$ cat src/rtl/irq_pkg.sv
// Shared widths, FSM state encoding and a small decode helper for the
// interrupt request front-end.
package irq_pkg;

    localparam int N_IRQ = 8;
    localparam int IDX_W = 3;

    typedef enum logic [1:0] {
        IDLE    = 2'd0,
        REQ     = 2'd1,
        SERVICE = 2'd2
    } irq_state_t;

    function automatic logic [N_IRQ-1:0] idx_onehot(input logic [IDX_W-1:0] idx);
        idx_onehot = N_IRQ'(1) << idx;
    endfunction

endpackage

$ cat src/rtl/irq_capture.sv
// Request capture: previous-sample register, set-term generation and the
// sticky pending register where a new set beats a same-cycle clear.
module irq_capture
    import irq_pkg::*;
#(
    parameter int EDGE = 1
) (
    input  logic             clk,
    input  logic             rst,
    input  logic [N_IRQ-1:0] irq,
    input  logic [N_IRQ-1:0] clr,
    output logic [N_IRQ-1:0] pending
);

    logic [N_IRQ-1:0] r_irq_q;
    logic [N_IRQ-1:0] r_pending;
    logic [N_IRQ-1:0] w_set;

    // r_irq_q resets to 0, so a line held high through reset reads as a fresh edge
    always_comb begin
        w_set = (EDGE != 0) ? (irq & ~r_irq_q) : irq;
    end

    always_ff @(posedge clk) begin
        if (rst) begin
            r_irq_q   <= '0;
            r_pending <= '0;
        end else begin
            r_irq_q   <= irq;
            r_pending <= (r_pending & ~clr) | w_set;
        end
    end

    assign pending = r_pending;

endmodule

$ cat src/rtl/irq_request_ctrl.sv
// Interrupt request front-end: presents masked pending requests to a sibling
// priority encoder and runs the ack / end-of-interrupt handshake with the CPU.
//
//   state   | meaning
//   IDLE    | nothing unmasked pending, encoder disabled
//   REQ     | encoder enabled, int_o high, waiting for ack
//   SERVICE | request accepted, active_idx in service, waiting for eoi
module irq_request_ctrl
    import irq_pkg::*;
#(
    parameter int EDGE = 1
) (
    input  logic             clk,
    input  logic             rst,
    input  logic [N_IRQ-1:0] irq,
    input  logic [N_IRQ-1:0] mask,
    output logic             en,
    output logic [N_IRQ-1:0] req_vec,
    input  logic [IDX_W-1:0] idx,
    output logic             int_o,
    input  logic             ack,
    input  logic             eoi,
    output logic [IDX_W-1:0] active_idx,
    output logic             busy
);

    irq_state_t       r_state;
    irq_state_t       w_state_nxt;
    logic [IDX_W-1:0] r_active_idx;
    logic [N_IRQ-1:0] w_pending;
    logic [N_IRQ-1:0] w_eff;
    logic [N_IRQ-1:0] w_clr;
    logic             w_accept;

    irq_capture #(
        .EDGE (EDGE)
    ) u_cap (
        .clk     (clk),
        .rst     (rst),
        .irq     (irq),
        .clr     (w_clr),
        .pending (w_pending)
    );

    assign w_eff = w_pending & ~mask;

    always_comb begin
        w_state_nxt = r_state;
        w_accept    = 1'b0;
        case (r_state)
            IDLE: begin
                if (|w_eff) w_state_nxt = REQ;
            end
            REQ: begin
                // A withdrawn or freshly masked request cancels any same-cycle ack
                if (!(|w_eff)) begin
                    w_state_nxt = IDLE;
                end else if (ack) begin
                    w_accept    = 1'b1;
                    w_state_nxt = SERVICE;
                end
            end
            SERVICE: begin
                if (eoi) w_state_nxt = IDLE;
            end
            default: w_state_nxt = IDLE;
        endcase
    end

    assign w_clr = w_accept ? idx_onehot(idx) : '0;

    always_ff @(posedge clk) begin
        if (rst) begin
            r_state      <= IDLE;
            r_active_idx <= '0;
        end else begin
            r_state <= w_state_nxt;
            if (w_accept) r_active_idx <= idx;
        end
    end

    assign en         = (r_state == REQ);
    assign req_vec    = en ? w_eff : '0;
    assign int_o      = en;
    assign busy       = (r_state == SERVICE);
    assign active_idx = r_active_idx;

endmodule

$ cat config.mk
export PLATFORM = sky130hd
export DESIGN_NAME = irq_request_ctrl
export DESIGN_NICKNAME = d
export VERILOG_FILES = /design/src/rtl/irq_pkg.sv /design/src/rtl/irq_capture.sv /design/src/rtl/irq_request_ctrl.sv
export SDC_FILE = /design/constraint.sdc
export NUM_CORES = 1
export LEC_CHECK = 0
export ABC_CLOCK_PERIOD_IN_PS = 1500
export CAP_MARGIN = 20
export CORE_ASPECT_RATIO = 1.4
export CORE_MARGIN = 2
export CORE_UTILIZATION = 47
export CTS_BUF_LIST = sky130_fd_sc_hd__clkbuf_8
export DETAILED_ROUTE_END_ITERATION = 8
export DONT_BUFFER_PORTS = 1
export PLACE_DENSITY = 0.65
export SETUP_SLACK_MARGIN = 0.4
export SKIP_LAST_GASP = 1
export SLEW_MARGIN = 40
export SYNTH_ARGS = -nofsm -noshare
export SYNTH_HDL_FRONTEND = slang
export SYNTH_SLANG_ARGS = --single-unit
$ cat constraint.sdc
create_clock -name clk -period 1.5 [get_ports clk]
set_input_delay 0.45 -clock clk [delete_from_list [all_inputs] [get_ports clk]]
set_output_delay 0.45 -clock clk [all_outputs]
set_load 0.005 [all_outputs]
==> results of run 1 <==
[layout by cell type, fill, tap and decap left out, drive strengths merged]
master and instances:
dfxtp 21, nor2b 14, nand2b 10, nand2 9, a21oi 9, nor2 8, inv 7, buf 7
a211o 4, mux2i 3, a32o 3, nor3 3, clkbuf 3, or2b 2, and4 2, and3b 1
a21boi 1, a2111oi 1, o2bb2ai 1, nor4 1, o21a 1
[flip-flops by register name, summed over array words and instances (netlist names)]
signal and count:
active_idx 3, r_state 2, u_cap.pending 8, u_cap.r_irq_q 8
[cell usage after synthesis]
cell,number,area (µm²)
dfxtp_1,21,420
nor2b_1,14,87.6
a21oi_1,9,45.0
nand2_1,9,33.8
nand2b_1,9,56.3
nor2_1,8,30.0
inv_1,6,22.5
a211o_1,4,35.0
a32o_1,3,30.0
mux2i_1,3,30.0
nor3_1,3,15.0
or2b_1,2,15.0
a2111oi_0,1,8.76
a21boi_4,1,18.8
and3b_1,1,8.76
and4_1,1,8.76
and4_4,1,11.3
buf_1,1,3.75
buf_4,1,7.51
buf_6,1,11.3
clkbuf_1,1,3.75
clkbuf_2,1,5.00
nor4_1,1,6.26
o21a_1,1,7.51
o2bb2ai_1,1,8.76
[per-layer routing]
metal	global-route usage (%)	vias to the layer above	part of all wire, %	wire length [µm]
met5	0	-	0	0
met4	10.6	0	1.5	31
met3	5.47	4	6.9	143
met2	34.4	26	53	1100
met1	23.5	351	39	814
li1	-	365	-	-
[stage by stage]
stage          setup TNS [ps]  worst slack (ps)  cell area [µm²]  utilization (%)  total power [µW]
3_5_place_dp            -70.4             -29.2             1050             54.6               848
5_1_grt                     0              64.3             1210             62.7              1310
4_1_cts                     0              91.5             1180             61.5              1250
2_1_floorplan           -73.2             -22.9             1050                -               847
6_report                    0               105             1210             62.7              1250
3_3_place_gp                0              6.98             1050             54.6               841
[report_power, final]
part / internal (µW) / switching [µW]
registers: 607 / 36.8
clock network: 182 / 171
logic: 125 / 125
total: 914 / 333
[path summary, 6_finish.rpt]
path	end	slack, ps	cells after the start
setup reg to reg	u_cap.pending[7]	130	4
hold reg to reg	u_cap.pending[5]	480	2
setup / recovery	req_vec[0]	110	2
hold / removal	u_cap.r_irq_q[0]	270	1
[worst register-to-register path, stage by stage, from the launching register on]
cell     delay [ps]
dfxtp_2         330
or2b_1          250
and4_4          210
a211o_1         260
a32o_1          220
[what timing repair did]
item	4_1_cts	5_1_grt
buffers inserted	2	1
cloned	1	0
setup endpoints to repair	23	23
pin swaps	2	3
gates resized for setup	20	2
hold buffers	0	0
[final cells by class]
class | instances | area (µm²)
Multi-Input combinational cell | 73 | 601
Clock buffer | 3 | 41.3
Timing Repair Buffer | 7 | 77.6
Clock inverter | 1 | 3.75
Fill cell | 159 | 718
Tap cell | 21 | 26.3
Sequential cell | 21 | 433
Inverter | 6 | 25.0
[logic make-up (layout without fill, tap and decap cells)]
logic type / count (synthesis) / after routing / synth area share (%)
AO/OA/AOI/OAI: 20 / 20 / 16.5
buffers and inverters: 11 / 17 / 5.78
flip-flops: 21 / 21 / 45.2
multiplexers: 3 / 3 / 3.23
AND/OR/NAND/NOR: 49 / 50 / 29.3
==> flow_results.xml, run 1 <==
<?xml version="1.0" encoding="UTF-8"?>
<metrics>
  <group name="worst_hold_path">
    <metric name="hp-class" unit="">in -&gt; reg</metric>
    <metric name="hold_start" unit="">rst</metric>
  </group>
  <group name="floorplan">
    <metric name="die_area" unit="µm²">2360</metric>
    <metric name="coreArea" unit="µm²">1930</metric>
    <metric name="placement_rows" unit="">19</metric>
    <metric name="die_outline_width" unit="µm">41.6</metric>
    <metric name="initial_utilization" unit="%">48.3</metric>
    <metric name="io_pins" unit="">37</metric>
    <metric name="chipHeight" unit="µm">56.7</metric>
  </group>
  <group name="placement">
    <metric name="dp_cells" unit="">124</metric>
    <metric name="detailedPlacementHpwl" unit="µm">1520</metric>
    <metric name="placement.io_buffers" unit="">0</metric>
    <metric name="finalWeightedCongestion" unit="">0.795</metric>
  </group>
  <group name="timing">
    <metric name="holdWs" unit="ps">265</metric>
    <metric name="grt_setup_unrepaired" unit="">true</metric>
    <metric name="clock-skew-final" unit="ps">2.23</metric>
    <metric name="report.final.setup_viol" unit="">0</metric>
    <metric name="fmax" unit="GHz">0.717</metric>
    <metric name="timing.final.crit_share" unit="%">93.0</metric>
    <metric name="timing.final.hold_violations" unit="">0</metric>
    <metric name="worstMarginPinSlew" unit="ps">451</metric>
    <metric name="maxSlewHeadroom" unit="%">69.9</metric>
    <metric name="min_period" unit="ps">1390</metric>
    <metric name="max_slew_violation_count" unit="">0</metric>
  </group>
  <group name="drt">
    <metric name="drc_errors" unit="">0</metric>
    <metric name="drt_pass1_iterations" unit="">4</metric>
    <metric name="vias" unit="">746</metric>
    <metric name="route.antenna.remaining_nets" unit="">0</metric>
    <metric name="detail_route.wl_per_cell" unit="µm">15.8</metric>
    <metric name="finalWirelength" unit="µm">2090</metric>
    <metric name="vias_per_cell" unit="">5.65</metric>
    <metric name="first_iter_violations" unit="">20</metric>
  </group>
  <group name="grt">
    <metric name="grt_antenna_before_repair" unit="">0</metric>
    <metric name="grt_start_max_net_pins" unit="">16</metric>
    <metric name="grt.overflow.total" unit="">0</metric>
    <metric name="first_pass_grt_wire_length" unit="µm">3710</metric>
    <metric name="via_count_of_the_first_global_routing_pass" unit="">821</metric>
    <metric name="global_route.usage.total" unit="%">20.5</metric>
  </group>
  <group name="synthesis">
    <metric name="yosysUniqueCellTypes" unit="">25</metric>
    <metric name="synth.ff_latch_count" unit="">21</metric>
    <metric name="synth_sequential_area_ratio" unit="%">45.2</metric>
    <metric name="syn_area" unit="µm²">931</metric>
    <metric name="syn-mean-instance-area" unit="µm²">8.95</metric>
    <metric name="postSynthCellCount" unit="">104</metric>
    <metric name="yosysWarnings" unit="">0</metric>
    <metric name="synthesis.nets" unit="">127</metric>
  </group>
  <group name="cells_and_area">
    <metric name="antenna-diode-count" unit="">0</metric>
    <metric name="drive_above_1_share" unit="%">40.5</metric>
    <metric name="post_layout_nonfiller_instances" unit="">132</metric>
    <metric name="area_overhead_of_the_layout_relative_to_synthesis" unit="%">29.7</metric>
    <metric name="fin_nets" unit="">135</metric>
  </group>
  <group name="critical_path">
    <metric name="cp.arrival" unit="ps">940</metric>
    <metric name="crit_required" unit="ps">1050</metric>
    <metric name="crit_path_max_fanout" unit="">2</metric>
    <metric name="worst_setup_path_startpoint" unit="">u_cap.pending[0]</metric>
    <metric name="cpPeakStageDelay" unit="ps">330</metric>
    <metric name="crit_path_cell_trace" unit="">or2b_1, nor2_2</metric>
    <metric name="timing.critical_path.slowest_stage_cell" unit="">dfxtp_2</metric>
    <metric name="worstSetupEndpointType" unit="">output port</metric>
    <metric name="critical_path_buf_inv_count" unit="">0</metric>
    <metric name="timing.setup.critical_path_class" unit="">reg -&gt; out</metric>
    <metric name="timing.critical_path.from_type" unit="">flip-flop</metric>
    <metric name="path_delay_family" unit="">simple AND/OR/NAND/NOR gates</metric>
    <metric name="crit-reg2reg-launch" unit="">u_cap.pending[0]</metric>
  </group>
  <group name="clocking">
    <metric name="clock_root_buffer" unit="">clkbuf_8</metric>
    <metric name="cts-htree-levels" unit="">1</metric>
    <metric name="cts.sink_count" unit="">21</metric>
    <metric name="clock_tree_from_tritoncts" unit="">yes</metric>
    <metric name="clk_latency" unit="ps">250</metric>
    <metric name="clk_transition_reported_paths" unit="ps">70</metric>
    <metric name="number_of_cts_inserted_buffers" unit="">3</metric>
    <metric name="cts_max_path_buffers" unit="">2</metric>
  </group>
  <group name="outcome">
    <metric name="status" unit="">finished, final reports clean</metric>
  </group>
  <group name="power_and_ir_drop">
    <metric name="power_per_cell_area" unit="nW/µm²">1030</metric>
    <metric name="p_leak" unit="µW">0.000447</metric>
    <metric name="vdd.ir_drop.worst" unit="V">0.000962</metric>
  </group>
  <group name="job">
    <metric name="drv.max_cap_violation_count" unit="">0</metric>
  </group>
</metrics>
(Power assumes the default switching activity.)
==> run 2: changes to the inputs <==
ABC_AREA = 1   (was not set)
==> flow_results.xml, run 2 <==
<?xml version="1.0" encoding="UTF-8"?>
<metrics>
  <group name="cells_and_area">
    <metric name="finalInstanceArea" unit="µm²">1380</metric>
    <metric name="antenna-diode-count" unit="">0</metric>
    <metric name="n_fill_cell" unit="">197</metric>
    <metric name="layout_common_cells" unit="">35 x inv_1, 33 x nand2_1, 28 x nor2_1</metric>
    <metric name="final_common_cell" unit="">inv_1</metric>
    <metric name="drive_above_1_share" unit="%">34.6</metric>
    <metric name="fin_nets" unit="">203</metric>
    <metric name="area_overhead_of_the_layout_relative_to_synthesis" unit="%">25.1</metric>
  </group>
  <group name="critical_path">
    <metric name="timing.critical_path.slowest_stage_cell" unit="">dfxtp_4</metric>
    <metric name="crit_required" unit="ps">1050</metric>
    <metric name="worstSetupEndpointType" unit="">output port</metric>
    <metric name="timing.critical_path.from_type" unit="">flip-flop</metric>
    <metric name="cp.arrival" unit="ps">940</metric>
    <metric name="reg2reg_depth" unit="">7</metric>
    <metric name="timing.setup.critical_path_class" unit="">reg -&gt; out</metric>
    <metric name="crit_path_max_fanout" unit="">6</metric>
    <metric name="regToRegSetupSlack" unit="ps">370</metric>
    <metric name="r2r-end" unit="">u_cap.pending[6]</metric>
    <metric name="crit-reg2reg-launch" unit="">r_state[1]</metric>
    <metric name="crit_path_cell_trace" unit="">inv_8, nand2_8, nor2_4</metric>
    <metric name="cpPeakStageDelay" unit="ps">370</metric>
  </group>
  <group name="power_and_ir_drop">
    <metric name="power_switching" unit="µW">454</metric>
    <metric name="internal_power_contribution" unit="µW">916</metric>
    <metric name="total_power" unit="µW">1370</metric>
    <metric name="power.switching_fraction" unit="%">33.1</metric>
    <metric name="share_seq_of_total_power" unit="%">47.8</metric>
    <metric name="vdd.ir_drop.worst" unit="V">0.000627</metric>
    <metric name="power.share.combinational" unit="%">24.9</metric>
    <metric name="power_per_cell_area" unit="nW/µm²">991</metric>
    <metric name="p_leak" unit="µW">0.000671</metric>
    <metric name="clkPwrFrac" unit="%">27.3</metric>
  </group>
  <group name="synthesis">
    <metric name="yosysUniqueCellTypes" unit="">17</metric>
    <metric name="synthDominantAreaCellType" unit="">dfxtp_1</metric>
    <metric name="synthDominantCellAreaShare" unit="%">38.1</metric>
    <metric name="synthMostInstantiatedCell" unit="">nand2_1</metric>
    <metric name="syn-mean-instance-area" unit="µm²">6.28</metric>
    <metric name="synth_enable_flop_cells" unit="">0</metric>
    <metric name="synth.top_cells.by_count" unit="">46 x nand2_1, 45 x inv_1, 37 x nor2_1</metric>
    <metric name="yosysWarnings" unit="">0</metric>
    <metric name="synth_sequential_area_ratio" unit="%">38.1</metric>
    <metric name="syn_area" unit="µm²">1100</metric>
    <metric name="post_synth_main_area_contributors" unit="">dfxtp_1 38%, nand2_1 16%, inv_1 15%</metric>
    <metric name="synthesis.nets" unit="">199</metric>
    <metric name="postSynthCellCount" unit="">176</metric>
    <metric name="synth_flop_cell" unit="">dfxtp_1</metric>
    <metric name="synth.ff_latch_count" unit="">21</metric>
    <metric name="ys_async_sr_fraction" unit="%">0</metric>
  </group>
  <group name="worst_hold_path">
    <metric name="hold_depth" unit="">1</metric>
    <metric name="min_delay_worst_endpoint" unit="">r_state[1]</metric>
    <metric name="hold_start" unit="">rst</metric>
    <metric name="hp-class" unit="">in -&gt; reg</metric>
  </group>
  <group name="floorplan">
    <metric name="io_pins" unit="">37</metric>
    <metric name="chipHeight" unit="µm">61.4</metric>
    <metric name="coreArea" unit="µm²">2200</metric>
    <metric name="die_area" unit="µm²">2760</metric>
    <metric name="die_outline_width" unit="µm">45.0</metric>
    <metric name="initial_utilization" unit="%">50.2</metric>
    <metric name="placement_rows" unit="">20</metric>
  </group>
  <group name="clocking">
    <metric name="cts_hold_buffers" unit="">0</metric>
    <metric name="cts_max_path_buffers" unit="">2</metric>
    <metric name="clock_tree_from_tritoncts" unit="">yes</metric>
    <metric name="clk_latency" unit="ps">260</metric>
    <metric name="clock_root_buffer" unit="">clkbuf_8</metric>
    <metric name="number_of_cts_inserted_buffers" unit="">3</metric>
    <metric name="cts-htree-levels" unit="">1</metric>
    <metric name="clk_transition_reported_paths" unit="ps">80</metric>
    <metric name="cts.sink_count" unit="">21</metric>
  </group>
  <group name="grt">
    <metric name="grt_start_max_net_pins" unit="">19</metric>
    <metric name="global_route.usage.total" unit="%">18.0</metric>
    <metric name="grt.overflow.total" unit="">0</metric>
    <metric name="via_count_of_the_first_global_routing_pass" unit="">944</metric>
    <metric name="first_pass_grt_wire_length" unit="µm">3690</metric>
    <metric name="grt_antenna_before_repair" unit="">0</metric>
  </group>
  <group name="timing">
    <metric name="fmax" unit="GHz">0.721</metric>
    <metric name="holdWs" unit="ps">236</metric>
    <metric name="grt_setup_unrepaired" unit="">true</metric>
    <metric name="maxSlewHeadroom" unit="%">89.6</metric>
    <metric name="timing.setup.tns" unit="ps">0</metric>
    <metric name="min_period" unit="ps">1390</metric>
    <metric name="worstMarginPinSlew" unit="ps">155</metric>
    <metric name="timing.final.crit_share" unit="%">92.5</metric>
    <metric name="max_slew_violation_count" unit="">0</metric>
    <metric name="report.final.setup_viol" unit="">0</metric>
    <metric name="timing.final.hold_violations" unit="">0</metric>
    <metric name="clock-skew-final" unit="ps">0.846</metric>
  </group>
  <group name="outcome">
    <metric name="status" unit="">finished, final reports clean</metric>
  </group>
  <group name="drt">
    <metric name="first_iter_violations" unit="">21</metric>
    <metric name="detail_route.wl_per_cell" unit="µm">11.6</metric>
    <metric name="route.antenna.remaining_nets" unit="">0</metric>
    <metric name="drt_pass1_iterations" unit="">4</metric>
    <metric name="vias" unit="">1036</metric>
    <metric name="drc_errors" unit="">0</metric>
    <metric name="finalWirelength" unit="µm">2330</metric>
    <metric name="vias_per_cell" unit="">5.15</metric>
  </group>
  <group name="placement">
    <metric name="placement.io_buffers" unit="">0</metric>
    <metric name="finalWeightedCongestion" unit="">0.804</metric>
    <metric name="detailedPlacementHpwl" unit="µm">1560</metric>
    <metric name="placed_area" unit="µm²">1120</metric>
  </group>
  <group name="job">
    <metric name="drv.max_cap_violation_count" unit="">0</metric>
  </group>
</metrics>
-- run 2: layout make-up --
| class | instances | area, µm² | share of cell area (%) |
|---|---|---|---|
| multi-input cells | 105 | 639 | 46.2 |
| clock buffers | 3 | 41.3 | 2.99 |
| flip-flops and latches | 21 | 438 | 31.7 |
| repair buffers | 2 | 15.0 | 1.09 |
| well taps | 22 | 27.5 | 1.99 |
| clock inverters | 1 | 5.00 | 0.362 |
| inverters | 46 | 208 | 15.0 |
| repair inverters | 1 | 8.76 | 0.633 |
-- run 2: per-stage QoR --
stage | util [%] | std cells | worst slack [ps]
finish | 62.8 | 201 | 113
global route | 62.8 | 201 | 89.0
CTS | 57.7 | 198 | 113
detailed placement | 50.9 | 192 | 120
global placement | 50.9 | 192 | 163
floorplan | - | 176 | 283
-- run 2: worst max-delay path by stage --
stage               startpoint       endpoint  slack, ps  cells after the start
floorplan           r_state[1]          int_o        280                      5
global placement       mask[2]  active_idx[1]        160                      9
detailed placement     mask[2]  active_idx[1]        120                      9
CTS                 r_state[1]     req_vec[4]        110                      3
global route        r_state[0]     req_vec[5]         90                      2
finish              r_state[1]     req_vec[5]        110                      3
-- run 2: routing by layer --
layer  track usage, %  wire [µm]
met1             20.1        888
met2             31.6       1170
met3             4.99        213
met4             7.14         56
met5                0          0
-- run 2: logic make-up after synthesis --
kind of cell	count (synthesis)	share of synthesized area, %
AOI/OAI and AO/OA	2	1.25
buffers and inverters	52	20.6
DFF	21	38.1
and+or+nand+nor	101	40.1
-- run 2: power by group through the flow --
stage / Sequential, µW / Clock, µW / Combinational [µW]
finish: 655 / 373 / 342
global route: 660 / 401 / 377
CTS: 650 / 386 / 280
detailed placement: 648 / 0 / 221
global placement: 647 / 0 / 215
floorplan: 643 / 0 / 228
-- run 2: critical path: cells and delay by family (launching register included) --
kind                   cells  cell delay, ps
flip-flops                 1             370
AND/OR/NAND/NOR            2             220
buffers and inverters      1              90
-- run 2: repair_timing --
item                       in CTS  in global routing
gates cloned                    1                  2
hold endpoints to repair        0                  0
setup buffers                   1                  1
setup endpoints to repair      20                 24
pin swaps                       5                 17
gates resized for setup        23                 28
